<file path="config.mk">
export PLATFORM = sky130hd
export DESIGN_NAME = scc_mem_arbiter
export DESIGN_NICKNAME = d
export VERILOG_FILES = /design/src/rtl/scc_mem_arbiter.sv
export SDC_FILE = /design/constraint.sdc
export NUM_CORES = 1
export LEC_CHECK = 0
export ABC_AREA = 1
export CORE_ASPECT_RATIO = 1.4
export CORE_MARGIN = 5
export CORE_UTILIZATION = 36
export DETAILED_ROUTE_END_ITERATION = 8
export GPL_ROUTABILITY_DRIVEN = 0
export GPL_TIMING_DRIVEN = 0
export PLACE_DENSITY = 0.95
export SYNTH_ARGS = -nofsm -noshare
export SYNTH_HDL_FRONTEND = slang
export SYNTH_SLANG_ARGS = --single-unit
</file>
<file path="constraint.sdc">
create_clock -name i_clk -period 3.82 [get_ports i_clk]
set_clock_uncertainty 0.15 [all_clocks]
set_input_delay 0.955 -clock i_clk [delete_from_list [all_inputs] [get_ports i_clk]]
set_output_delay 0.955 -clock i_clk [all_outputs]
set_load 0.1 [all_outputs]
</file>
<file path="src/rtl/scc_mem_arbiter.sv">
// ---------------------------------------------------------------------------
// scc_mem_arbiter
//   Shares one unified memory port between the fetch requester and the data
//   (load/store) requester. One read may be outstanding at a time; the read
//   data comes back MEM_LAT cycles after issue and is registered into the
//   owner's rdata register with a one-cycle rvalid pulse. Writes finish in
//   the issue cycle.
//
//   Optional feature macro: SCC_ARB_RR_EN
//     defined   : round-robin on simultaneous requests (last_gnt register)
//     undefined : fixed priority, data requester always wins a tie
//
//   Parameters
//     MEM_LAT      memory read latency in cycles, 1..7
//
//   Ports
//     i_clk        core clock, rising edge
//     i_rst_n      asynchronous active-low reset
//     i_if_req     fetch read request, held with i_if_addr until o_if_gnt
//     i_if_addr    fetch byte address
//     o_if_gnt     fetch request accepted this cycle
//     o_if_rvalid  one-cycle pulse, o_if_rdata is new
//     o_if_rdata   last fetch read data
//     i_d_req      data request, held with we/addr/wdata until o_d_gnt
//     i_d_we       1 = write, 0 = read
//     i_d_addr     data byte address
//     i_d_wdata    write data
//     o_d_gnt      data request accepted this cycle
//     o_d_rvalid   one-cycle pulse, o_d_rdata is new (reads only)
//     o_d_rdata    last data read value
//     o_mem_en     memory access strobe, issue cycle only
//     o_mem_we     memory write strobe
//     o_mem_addr   memory address
//     o_mem_wdata  memory write data
//     i_mem_rdata  memory read data, valid MEM_LAT cycles after issue
//     o_busy       read outstanding
//
//   state  | meaning
//   IDLE   | grant allowed, winner issues in the same cycle
//   WAIT   | read outstanding, r_cnt counting down to capture
// ---------------------------------------------------------------------------
module scc_mem_arbiter #(
   parameter int unsigned MEM_LAT = 1
) (
   input  logic        i_clk,
   input  logic        i_rst_n,
   input  logic        i_if_req,
   input  logic [31:0] i_if_addr,
   output logic        o_if_gnt,
   output logic        o_if_rvalid,
   output logic [31:0] o_if_rdata,
   input  logic        i_d_req,
   input  logic        i_d_we,
   input  logic [31:0] i_d_addr,
   input  logic [31:0] i_d_wdata,
   output logic        o_d_gnt,
   output logic        o_d_rvalid,
   output logic [31:0] o_d_rdata,
   output logic        o_mem_en,
   output logic        o_mem_we,
   output logic [31:0] o_mem_addr,
   output logic [31:0] o_mem_wdata,
   input  logic [31:0] i_mem_rdata,
   output logic        o_busy
);

   typedef enum logic {
      ST_IDLE = 1'b0,
      ST_WAIT = 1'b1
   } state_t;

   localparam logic [2:0] CNT_LOAD = 3'(MEM_LAT - 1);

   state_t      r_state;
   state_t      w_state_nxt;
   logic [2:0]  r_cnt;
   logic [2:0]  w_cnt_nxt;
   logic        r_owner_d;
   logic        w_owner_d_nxt;
   logic        w_capture;
   logic        w_pick_d;
   logic        w_if_gnt;
   logic        w_d_gnt;
   logic        r_if_rvalid;
   logic        r_d_rvalid;
   logic [31:0] r_if_rdata;
   logic [31:0] r_d_rdata;

`ifdef SCC_ARB_RR_EN
   // 1 = data requester received the most recent grant
   logic r_last_d;

   always_ff @(posedge i_clk or negedge i_rst_n) begin
      if (!i_rst_n) begin
         r_last_d <= 1'b0;
      end else if (w_if_gnt || w_d_gnt) begin
         r_last_d <= w_d_gnt;
      end
   end

   // data wins when alone, or on a tie when fetch was granted last
   assign w_pick_d = i_d_req && (!i_if_req || !r_last_d);
`else
   assign w_pick_d = i_d_req;
`endif

   always_ff @(posedge i_clk or negedge i_rst_n) begin
      if (!i_rst_n) begin
         r_state   <= ST_IDLE;
         r_cnt     <= 3'd0;
         r_owner_d <= 1'b0;
      end else begin
         r_state   <= w_state_nxt;
         r_cnt     <= w_cnt_nxt;
         r_owner_d <= w_owner_d_nxt;
      end
   end

   always_comb begin
      w_state_nxt   = r_state;
      w_cnt_nxt     = r_cnt;
      w_owner_d_nxt = r_owner_d;
      w_capture     = 1'b0;
      w_if_gnt      = 1'b0;
      w_d_gnt       = 1'b0;
      o_mem_en      = 1'b0;
      o_mem_we      = 1'b0;
      o_mem_addr    = 32'd0;
      o_mem_wdata   = 32'd0;
      case (r_state)
         ST_IDLE: begin
            // i_rst_n term keeps grants and strobes quiet while reset is held
            if (i_rst_n && (i_if_req || i_d_req)) begin
               o_mem_en = 1'b1;
               if (w_pick_d) begin
                  w_d_gnt     = 1'b1;
                  o_mem_we    = i_d_we;
                  o_mem_addr  = i_d_addr;
                  o_mem_wdata = i_d_wdata;
               end else begin
                  w_if_gnt   = 1'b1;
                  o_mem_addr = i_if_addr;
               end
               // writes complete in the issue cycle; only reads wait
               if (!(w_pick_d && i_d_we)) begin
                  w_state_nxt   = ST_WAIT;
                  w_cnt_nxt     = CNT_LOAD;
                  w_owner_d_nxt = w_pick_d;
               end
            end
         end
         ST_WAIT: begin
            if (r_cnt == 3'd0) begin
               w_capture   = 1'b1;
               w_state_nxt = ST_IDLE;
            end else begin
               w_cnt_nxt = r_cnt - 3'd1;
            end
         end
         default: begin
            w_state_nxt = ST_IDLE;
         end
      endcase
   end

   always_ff @(posedge i_clk or negedge i_rst_n) begin
      if (!i_rst_n) begin
         r_if_rvalid <= 1'b0;
         r_d_rvalid  <= 1'b0;
         r_if_rdata  <= 32'd0;
         r_d_rdata   <= 32'd0;
      end else begin
         r_if_rvalid <= w_capture && !r_owner_d;
         r_d_rvalid  <= w_capture && r_owner_d;
         if (w_capture && !r_owner_d) begin
            r_if_rdata <= i_mem_rdata;
         end
         if (w_capture && r_owner_d) begin
            r_d_rdata <= i_mem_rdata;
         end
      end
   end

   assign o_if_gnt    = w_if_gnt;
   assign o_d_gnt     = w_d_gnt;
   assign o_if_rvalid = r_if_rvalid;
   assign o_d_rvalid  = r_d_rvalid;
   assign o_if_rdata  = r_if_rdata;
   assign o_d_rdata   = r_d_rdata;
   assign o_busy      = (r_state == ST_WAIT);

endmodule

</file>
==> results of run 1 <==
state kept, by name, summed over array words and instances, names as in the netlist:
signal       flops
r_cnt            3
o_d_rdata       32
o_if_rvalid      1
r_owner_d        1
o_busy           1
o_d_rvalid       1
o_if_rdata      32
metal layers:
layer  part of all wire (%)  wire length [um]  vias up
met5                      0                 0        -
met4                    3.0               456        0
met3                     10              1533       31
met2                     49              7463      252
met1                     37              5644     1926
li1                       -                 -     1915
cell families after synthesis:
family	synth area share (%)
flops	52.01
compound gates	9.817
simple gates	24.76
buf+inv	12.67
fa+ha+maj	0.7325
area by class of cell:
class                           count  area (um2)
Multi-Input combinational cell    282        1206
Clock buffer                       11       242.7
Inverter                           76       287.8
Timing Repair Buffer              267        2475
Fill cell                         729        3060
Sequential cell                    71        1777
Tap cell                          110       137.6
Clock inverter                      4       22.52
Buffer                             24       145.1
final timing paths:
check	start	endpoint	slack, ns
hold / removal	o_d_rdata[27]	o_d_rdata[27]	0.34
min in group asynchronous	i_rst_n	o_if_rdata[13]	0.43
hold reg to reg	o_d_rdata[27]	o_d_rdata[27]	0.34
setup / recovery	i_d_req	o_mem_wdata[7]	0.07
setup reg to reg	r_cnt[0]	o_if_rdata[8]	1.97
max in group asynchronous	i_rst_n	o_if_rdata[27]	2.68
worst max-delay path: stages:
cell and delay (ns):
clkdlybuf4s50_1 0.61, nand3_2 0.21, buf_2 0.24, nor2_1 0.22, clkbuf_4 0.39
stage by stage:
step	hold WS, ns	utilization, %	worst slack [ns]
CTS	0.3409	67.64	0.0009008
global route	0.3632	67.28	0.002440
detailed placement	0.3276	66.53	-1.076
finish	0.3363	67.28	0.06701
global placement	0.3190	66.56	-3.313
floorplan	0.3164	-	0.07028
where the power goes:
part           leakage, uW  internal (uW)  switching (uW)
Combinational      0.00227            655            2360
Sequential        0.000880            984             138
Clock             0.000131            449             295
Total              0.00328           2090            2790
cells in the final DEF, fill, tap and decap left out:
master           synthesis  layout
nand3_2                  1       1
clkdlybuf4s15_2          0       6
clkdlybuf4s50_1          0     198
buf_8                    0       1
nand2_4                  1       1
o21ai_0                 27      27
inv_1                   74      74
buf_2                   13      35
nand3b_1                 3       3
ha_1                     2       2
clkinvlp_4               0       1
inv_2                    1       1
nor2_1                  34      34
nor3_4                   1       1
buf_6                    2       2
a21oi_1                  2       2
dfrtp_1                 71      71
clkdlybuf4s18_2          0       1
o21ai_1                 38      38
clkbuf_8                 0       1
buf_4                    6      16
clkbuf_1                 2       3
clkbuf_16                0       9
nand3_1                  7       7
inv_4                    1       1
clkinv_2                 0       3
clkbuf_4                 0      28
nand2_1                166     166
clkbuf_2                 1       2
timing repair:
item | CTS | global route
setup endpoints to repair | 68 | 48
gates cloned | 0 | 0
resized for setup | 303 | 63
==> summary.txt, run 1 <==
GRT
  – Met1 GRT Util: 29.82%
  – Met3 Usage GRT: 7.512%
  – First-pass GRT wire length: 22,940 um
  – Largest net degree at the start of global routing: 75
  – Vias in the first global route: 4,266
  – GR Overflow Total: 0
  – Busiest grt layer: met2
  – Initial antenna violation count: 0
  – Met2 Resource Use GR: 46.03%
  – GRT Resource Usage Total: 26.28%

Timing
  – Worst-Margin Slew: 1.013 ns
  – TNS Setup: 0 ns
  – RSZ-0062 raised after global routing: false
  – Final hold vios: 0
  – Crit path time final: 3.753 ns
  – # setup viols final: 0
  – Slew Limit Headroom: 32.23%
  – FMAX: 0.2665 GHz
  – Max-slew violations: 0
  – Part of the cycle the worst path needs: 98.25%

Route
  – DRC Markers: 0
  – TritonRoute pass-1 iters: 4
  – Average wire per standard cell: 17.87 um
  – Post-DRT Antenna Nets: 0
  – Routed via count: 4,124
  – Total Wirelength: 15,100 um
  – Initial DRC Count: 180
  – Drt via density: 4.880

Layout
  – Layout area overhead: 84.25%
  – Final Cell Area: 6294 um2
  – Antenna Cells: 0
  – Nets: 866
  – Finished Layout Cells: 845
  – Fraction of layout cells with a size suffix above 1: 14.97%

CTS
  – Clk sink count: 71
  – Hold Buf Count CTS: 0
  – H-tree Lvls: 3
  – Clk_lat worst skew: 0.33 ns
  – CTS Buffer Depth: 2
  – CTS tree: built
  – Clock-pin slew on the worst setup and hold paths: 0.05 ns
  – CTS root buffer: clkbuf_16
  – # Post-CTS Setup Buffers: 0
  – CTS Buf Count: 9

Placement
  – Port bufs: 267
  – DP Wirelength: 12,810 um
  – Post-placement cell count: 830
  – DP Area: 6223 um2

Logic synthesis
  – Cell area after synthesis: 3416 um2
  – Synth async-reset ratio: 100.0%
  – Leading area contributor after synthesis: dfrtp_1
  – Top cell types by occurrence after synthesis: 166 x nand2_1, 74 x inv_1, 71 x dfrtp_1
  – Cells after Synth: 453
  – Syn_nets: 588
  – Top cell type's share of synthesized area: 52.01%
  – Largest cells by area after synthesis: dfrtp_1 52%, nand2_1 18%, inv_1 8.1%
  – Count leader, synth: nand2_1
  – Avg Inst Size Synth: 7.540 um2
  – Post-synth cell types: 20
  – Syn. warnings: 0
  – Seq/Total Area, Yosys: 52.01%
  – Dominant register cell in the synthesized netlist: dfrtp_1
  – Post-synth EDFFs: 0
  – #FFs+latches synth: 71

Worst hold path
  – Worst Hold Class: flop to flop
  – Worst Hold Depth: 2

Setup path
  – Worst setup SP type: primary input
  – CP endpoint kind: primary output
  – Cells on worst reg2reg path: 8
  – Kind of critical path: primary input to primary output
  – Critical path required time: 2.71 ns
  – CP Data Arrival Time: 2.65 ns
  – CP max FO: 10

Die
  – DIE WIDTH: 92.33 um
  – Full die area: 11,560 um2
  – Core area: 9354 um2
  – Ports: 268
  – Row count: 42
  – Starting Density: 36.52%
  – Die Span Y: 125.3 um

Power
  – PwrDens: 775.7 nW/um2
  – Static leakage: 0.003280 uW
  – Pwr Total: 4882 uW
  – Peak supply drop: 341.0 uV

Status
  – Status: complete, no violations

Job
  – Max_cap viols: 0
Note: power is estimated with default switching activity, not from simulation.
==> inputs of run 2 (changes only) <==
--- a/config.mk
+++ b/config.mk
@@ -8,11 +8,12 @@
 export ABC_AREA = 1
 export CORE_ASPECT_RATIO = 1.4
 export CORE_MARGIN = 5
-export CORE_UTILIZATION = 36
+export CORE_UTILIZATION = 34
 export DETAILED_ROUTE_END_ITERATION = 8
 export GPL_ROUTABILITY_DRIVEN = 0
 export GPL_TIMING_DRIVEN = 0
-export PLACE_DENSITY = 0.95
+export PLACE_DENSITY = 0.93
+export SETUP_SLACK_MARGIN = 0.4
 export SYNTH_ARGS = -nofsm -noshare
 export SYNTH_HDL_FRONTEND = slang
 export SYNTH_SLANG_ARGS = --single-unit
==> constraint.sdc (replaced) <==
create_clock -name i_clk -period 3.9 [get_ports i_clk]
set_clock_uncertainty 0.15 [all_clocks]
set_input_delay 0.975 -clock i_clk [delete_from_list [all_inputs] [get_ports i_clk]]
set_output_delay 0.975 -clock i_clk [all_outputs]
set_load 0.1 [all_outputs]
==> run 2 against run 1 <==
Compared with the run above: die area grew 5.3%; utilization rose by 0.12 points; cell count rose by 3.2%; register-to-register slack improved by 0.11 ns; via count decreased by 6.0%; total power shrank 1.5%; worst setup slack improved by 0.43 ns; clock-buffer cell count is 1 higher; global-route usage is 4.3 points lower; critical path depth did not move; combinational power hardly changed; hold slack worse by 0.0025 ns; critical path type unchanged; largest power group unchanged.
==> summary.txt, run 2 (synthesis results as in run 1) <==
Setup path
  – CP endpoint kind: primary output
  – Critical path required time: 2.77 ns
  – Critical-path cell list: dlygate4sd2_1, inv_1, nand3_1, a21oi_2, clkdlybuf4s15_2
  – Kind of critical path: primary input to primary output
  – Critical path's slowest cell: clkdlybuf4s15_2
  – Worst setup SP type: primary input
  – CP max FO: 5
  – CP max stage delay: 0.60 ns
  – Worst R2R Setup Slack: 2.08 ns
  – Worst path top cell family by delay: buffers and inverters
  – CP Data Arrival Time: 2.28 ns
  – CP Buf/Inv Count: 3

Route
  – Initial DRC Count: 126
  – Routed via count: 3,876
  – DR WL met3: 1600 um
  – TritonRoute pass-1 iters: 4
  – Total Wirelength: 13,570 um
  – Drt via density: 4.445
  – Average wire per standard cell: 15.57 um
  – Met2 WL: 7176 um
  – Met1 wire length: 4584 um
  – DRC Markers: 0
  – Top sig layer: met4
  – Post-DRT Antenna Nets: 0

GRT
  – First-pass GRT wire length: 20,000 um
  – Vias in the first global route: 3,844
  – GR Overflow Total: 0
  – GRT Resource Usage Total: 21.95%
  – Largest net degree at the start of global routing: 75
  – Initial antenna violation count: 0

Layout
  – Nets: 868
  – Fraction of layout cells with a size suffix above 1: 16.15%
  – Most frequent cells in the layout: 196 x clkdlybuf4s50_1, 161 x nand2_1, 73 x inv_1
  – Antenna Cells: 0
  – Register area: 1777 um2
  – Commonest non-fill, non-tap cell in the layout: clkdlybuf4s50_1
  – Fillcell total: 814
  – Area of the multi-input gates: 1234 um2
  – Post-layout util: 67.40%
  – Layout area overhead: 95.35%
  – Finished Layout Cells: 872

CTS
  – Clk_lat worst skew: 0.32 ns
  – CTS root buffer: clkbuf_16
  – CTS tree: built
  – CTS Buffer Depth: 2
  – H-tree Lvls: 3
  – Hold Buf Count CTS: 0
  – Clk sink count: 71
  – Clock-pin slew on the worst setup and hold paths: 0.05 ns
  – CTS Buf Count: 9

Power
  – Switching Share: 56.59%
  – Comb pwr share: 62.3%
  – Int Pwr: 2088 uW
  – Reg power frac: 22.6%
  – Static leakage: 0.003389 uW
  – PwrDens: 720.9 nW/um2
  – NetSw: 2722 uW
  – Clock power frac: 15.0%
  – Peak supply drop: 280.5 uV

Die
  – Full die area: 12,180 um2
  – Core area: 9899 um2
  – DIE WIDTH: 94.71 um
  – Die Span Y: 128.6 um
  – Starting Density: 34.50%
  – Row count: 43
  – Ports: 268

Timing
  – Crit path time final: 3.403 ns
  – Worst setup margin: 0.4966 ns
  – Slew Limit Headroom: 32.02%
  – RSZ-0062 raised after global routing: false
  – FMAX: 0.2938 GHz
  – TNS Setup: 0 ns
  – Final hold vios: 0
  – Worst-Margin Slew: 1.016 ns
  – Max-slew violations: 0
  – Hold WS: 0.3338 ns
  – Part of the cycle the worst path needs: 87.27%
  – # setup viols final: 0

Placement
  – Post-placement cell count: 855
  – DP Wirelength: 11,110 um
  – Dpl ws: -1.032 ns
  – Port bufs: 267

Status
  – Status: complete, no violations

Worst hold path
  – Worst Hold Class: flop to flop

Job
  – Max_cap viols: 0
==> run 2: layout make-up <==
cell class	instances	share of cell area [%]
plain buffers	24	2.288
clock buffers	12	3.694
clock inverters	3	0.3000
inverters	76	4.313
multi-input cells	282	18.49
flip-flops and latches	71	26.63
well taps	135	2.531
repair buffers	269	41.76
==> run 2: per-stage QoR <==
step	area, um2	power [uW]
floorplan	3423	3254
global placement	6265	4027
detailed placement	6262	4072
CTS	6610	4835
global route	6673	4981
finish	6673	4810
==> run 2: power by group through the flow <==
stage	logic (uW)	registers, uW	clock network (uW)
3_3_place_gp	2940	1080	0
5_1_grt	3090	1120	775
4_1_cts	3010	1090	741
6_report	3000	1090	723
3_5_place_dp	2970	1100	0
2_1_floorplan	518	2740	0
==> run 2: worst reg2reg max path: stages, from the launching register on <==
cell     delay [ns]
dfrtp_1        0.35
inv_1          0.06
ha_1           0.19
ha_1           0.20
nand3_1        0.10
buf_2          0.22
buf_2          0.29
nand2_1        0.11
o21ai_0        0.08
==> run 2: final timing paths <==
path,cells past startpoint,startpoint,end
worst max-delay path,5,i_d_req,o_mem_addr[31]
worst min-delay path,2,o_if_rdata[23],o_if_rdata[23]
worst max register to register,8,r_cnt[0],o_d_rdata[16]
worst min register to register,2,o_if_rdata[23],o_if_rdata[23]
max in group asynchronous,1,i_rst_n,o_d_rdata[20]
min in group asynchronous,1,i_rst_n,o_if_rdata[0]
==> run 2: repair_timing <==
| item | in CTS | in global routing |
|---|---|---|
| endpoints found under the setup margin | 68 | 35 |
| buffers inserted | 1 | 0 |
| pin swaps | 1 | 0 |
| hold endpoints to repair | 0 | 0 |
| cloned | 1 | 0 |
| resized for setup | 439 | 18 |
==> run 2: routing by layer <==
| layer | up-vias | track usage (%) |
|---|---|---|
| li1 | 1914 | - |
| met1 | 1758 | 22.19 |
| met2 | 188 | 41.15 |
| met3 | 16 | 8.246 |
| met4 | 0 | 6.457 |
| met5 | - | 0 |
==> inputs of run 3 (changes only) <==
--- a/config.mk
+++ b/config.mk
@@ -10,10 +10,8 @@
 export CORE_MARGIN = 5
 export CORE_UTILIZATION = 34
 export DETAILED_ROUTE_END_ITERATION = 8
-export GPL_ROUTABILITY_DRIVEN = 0
 export GPL_TIMING_DRIVEN = 0
 export PLACE_DENSITY = 0.93
-export SETUP_SLACK_MARGIN = 0.4
 export SYNTH_ARGS = -nofsm -noshare
 export SYNTH_HDL_FRONTEND = slang
 export SYNTH_SLANG_ARGS = --single-unit
==> run 3 against run 2 <==
Compared with the run above: maximum frequency decreased by 9.3%; flip-flop and latch count unchanged; worst setup slack worse by 0.35 ns; clock power is 12% higher; critical path depth increased by 2; utilization is 3.4 points lower; combinational power decreased by 2%; largest cell class unchanged.
==> summary.txt, run 3 (synthesis results as in run 1) <==
Timing
  – Crit path time final: 3.751 ns
  – RSZ-0062 raised after global routing: false
  – Worst-Margin Slew: 1.026 ns
  – Final hold vios: 0
  – Slew Limit Headroom: 31.40%
  – Max-slew violations: 0
  – FMAX: 0.2666 GHz
  – Part of the cycle the worst path needs: 96.18%
  – # setup viols final: 0
  – TNS Setup: 0 ns

Layout
  – Antenna Cells: 0
  – Fraction of layout cells with a size suffix above 1: 15.08%
  – Commonest non-fill, non-tap cell in the layout: clkdlybuf4s50_1
  – Fillcell total: 860
  – Most frequent cells in the layout: 198 x clkdlybuf4s50_1, 166 x nand2_1, 74 x inv_1
  – Post-layout util: 64.03%
  – Nets: 866
  – Finished Layout Cells: 871
  – Layout area overhead: 85.57%

Worst hold path
  – Worst Hold Class: flop to flop

Status
  – Status: complete, no violations

Die
  – DIE WIDTH: 94.71 um
  – Die Span Y: 128.6 um
  – Ports: 268
  – Full die area: 12,180 um2
  – Row count: 43
  – Core area: 9899 um2
  – Starting Density: 34.50%

GRT
  – Vias in the first global route: 3,961
  – Busiest grt layer: met2
  – GRT Resource Usage Total: 20.92%
  – Largest net degree at the start of global routing: 75
  – First-pass GRT wire length: 19,460 um
  – GR Overflow Total: 0
  – Met2 Resource Use GR: 38.58%
  – Met1 GRT Util: 19.99%
  – Initial antenna violation count: 0
  – Met3 Usage GRT: 9.415%

Placement
  – GP Congestion: 0.8443
  – Port bufs: 267
  – Post-placement cell count: 855
  – DP Wirelength: 10,770 um

Route
  – Post-DRT Antenna Nets: 0
  – Routed via count: 3,847
  – Drt via density: 4.417
  – Average wire per standard cell: 14.81 um
  – DRC Markers: 0
  – Initial DRC Count: 131
  – TritonRoute pass-1 iters: 4
  – Total Wirelength: 12,900 um

Power
  – Pwr Total: 4830 uW
  – Peak supply drop: 260.3 uV
  – Static leakage: 0.003299 uW
  – PwrDens: 761.9 nW/um2

Setup path
  – Critical path required time: 2.77 ns
  – CP endpoint kind: primary output
  – CP max FO: 10
  – Worst r2r src: r_cnt[0]
  – Worst R2R Setup Slack: 2.11 ns
  – Cells on worst reg2reg path: 8
  – Kind of critical path: primary input to primary output
  – CP startpoint: i_d_req
  – Worst setup SP type: primary input
  – Reg2reg end: o_d_rdata[4]
  – CP Data Arrival Time: 2.63 ns
  – Crit path to: o_mem_addr[17]

CTS
  – Clk_lat worst skew: 0.33 ns
  – # Post-CTS Setup Buffers: 0
  – CTS Buffer Depth: 2
  – H-tree Lvls: 3
  – CTS Buf Count: 9
  – Clk sink count: 71
  – CTS tree: built
  – Clock-pin slew on the worst setup and hold paths: 0.05 ns
  – CTS root buffer: clkbuf_16

Job
  – Max_cap viols: 0
==> run 3: cell types whose count changed in the layout (fill, tap and decap cells not counted), moves of 5 or more <==
| cell | before | now |
|---|---|---|
| clkbuf_4 | 3 | 28 |
| buf_12 | 18 | 0 |
| buf_2 | 36 | 45 |
| buf_6 | 11 | 2 |
| buf_4 | 13 | 7 |
| nand2_1 | 161 | 166 |
| nand2_2 | 5 | 0 |
==> run 3: worst min-delay path by stage <==
stage                   from             to  slack (ns)  cells past startpoint
4_1_cts        o_d_rdata[31]  o_d_rdata[31]        0.34                      2
3_3_place_gp   o_d_rdata[18]  o_d_rdata[18]        0.31                      2
5_1_grt        o_d_rdata[11]  o_d_rdata[11]        0.36                      2
2_1_floorplan      r_owner_d      r_owner_d        0.32                      2
6_report       o_d_rdata[15]  o_d_rdata[15]        0.33                      2
3_5_place_dp   o_d_rdata[31]  o_d_rdata[31]        0.32                      2
==> run 3: layout make-up <==
type | instances | area, um2 | area share [%]
inverters | 76 | 287.8 | 4.540
well taps | 135 | 168.9 | 2.665
multi-input cells | 282 | 1206 | 19.03
clock buffers | 11 | 242.7 | 3.829
plain buffers | 24 | 145.1 | 2.290
flip-flops and latches | 71 | 1777 | 28.03
repair buffers | 267 | 2454 | 38.71
clock inverters | 5 | 57.56 | 0.9080
==> run 3: power breakdown <==
group | internal (uW) | switching [uW] | total, uW | leakage [uW]
clock | 512 | 299 | 811 | 0.000149
combinational | 639 | 2290 | 2930 | 0.00227
sequential | 963 | 123 | 1090 | 0.000880
==> run 3: per-layer routing <==
metal  share of wire, %  wire length (um)
met5                  0                 0
met4                2.6               338
met3                 12              1543
met2                 52              6714
met1                 33              4301
==> run 3: critical path, cell delays in order <==
cell	delay, ns
clkdlybuf4s50_1	0.60
nand3_2	0.22
inv_2	0.16
buf_4	0.17
nand2_1	0.06
nand2_1	0.09
clkbuf_4	0.34
==> run 3: stage by stage <==
stage	worst slack [ns]	instance area [um2]	hold WS, ns
after CTS	0.01685	6467	0.3363
after global routing	0.008646	6339	0.3570
after floorplan	0.1303	3416	0.3164
after detailed placement	-1.006	6255	0.3224
after global placement	-3.397	6257	0.3147
final	0.1490	6339	0.3313
==> run 3: repair_timing <==
| action | CTS | global route |
|---|---|---|
| endpoints found under the hold margin | 0 | 0 |
| setup endpoints to repair | 68 | 60 |
| hold buffers | 0 | 0 |
| gates resized for setup | 266 | 91 |
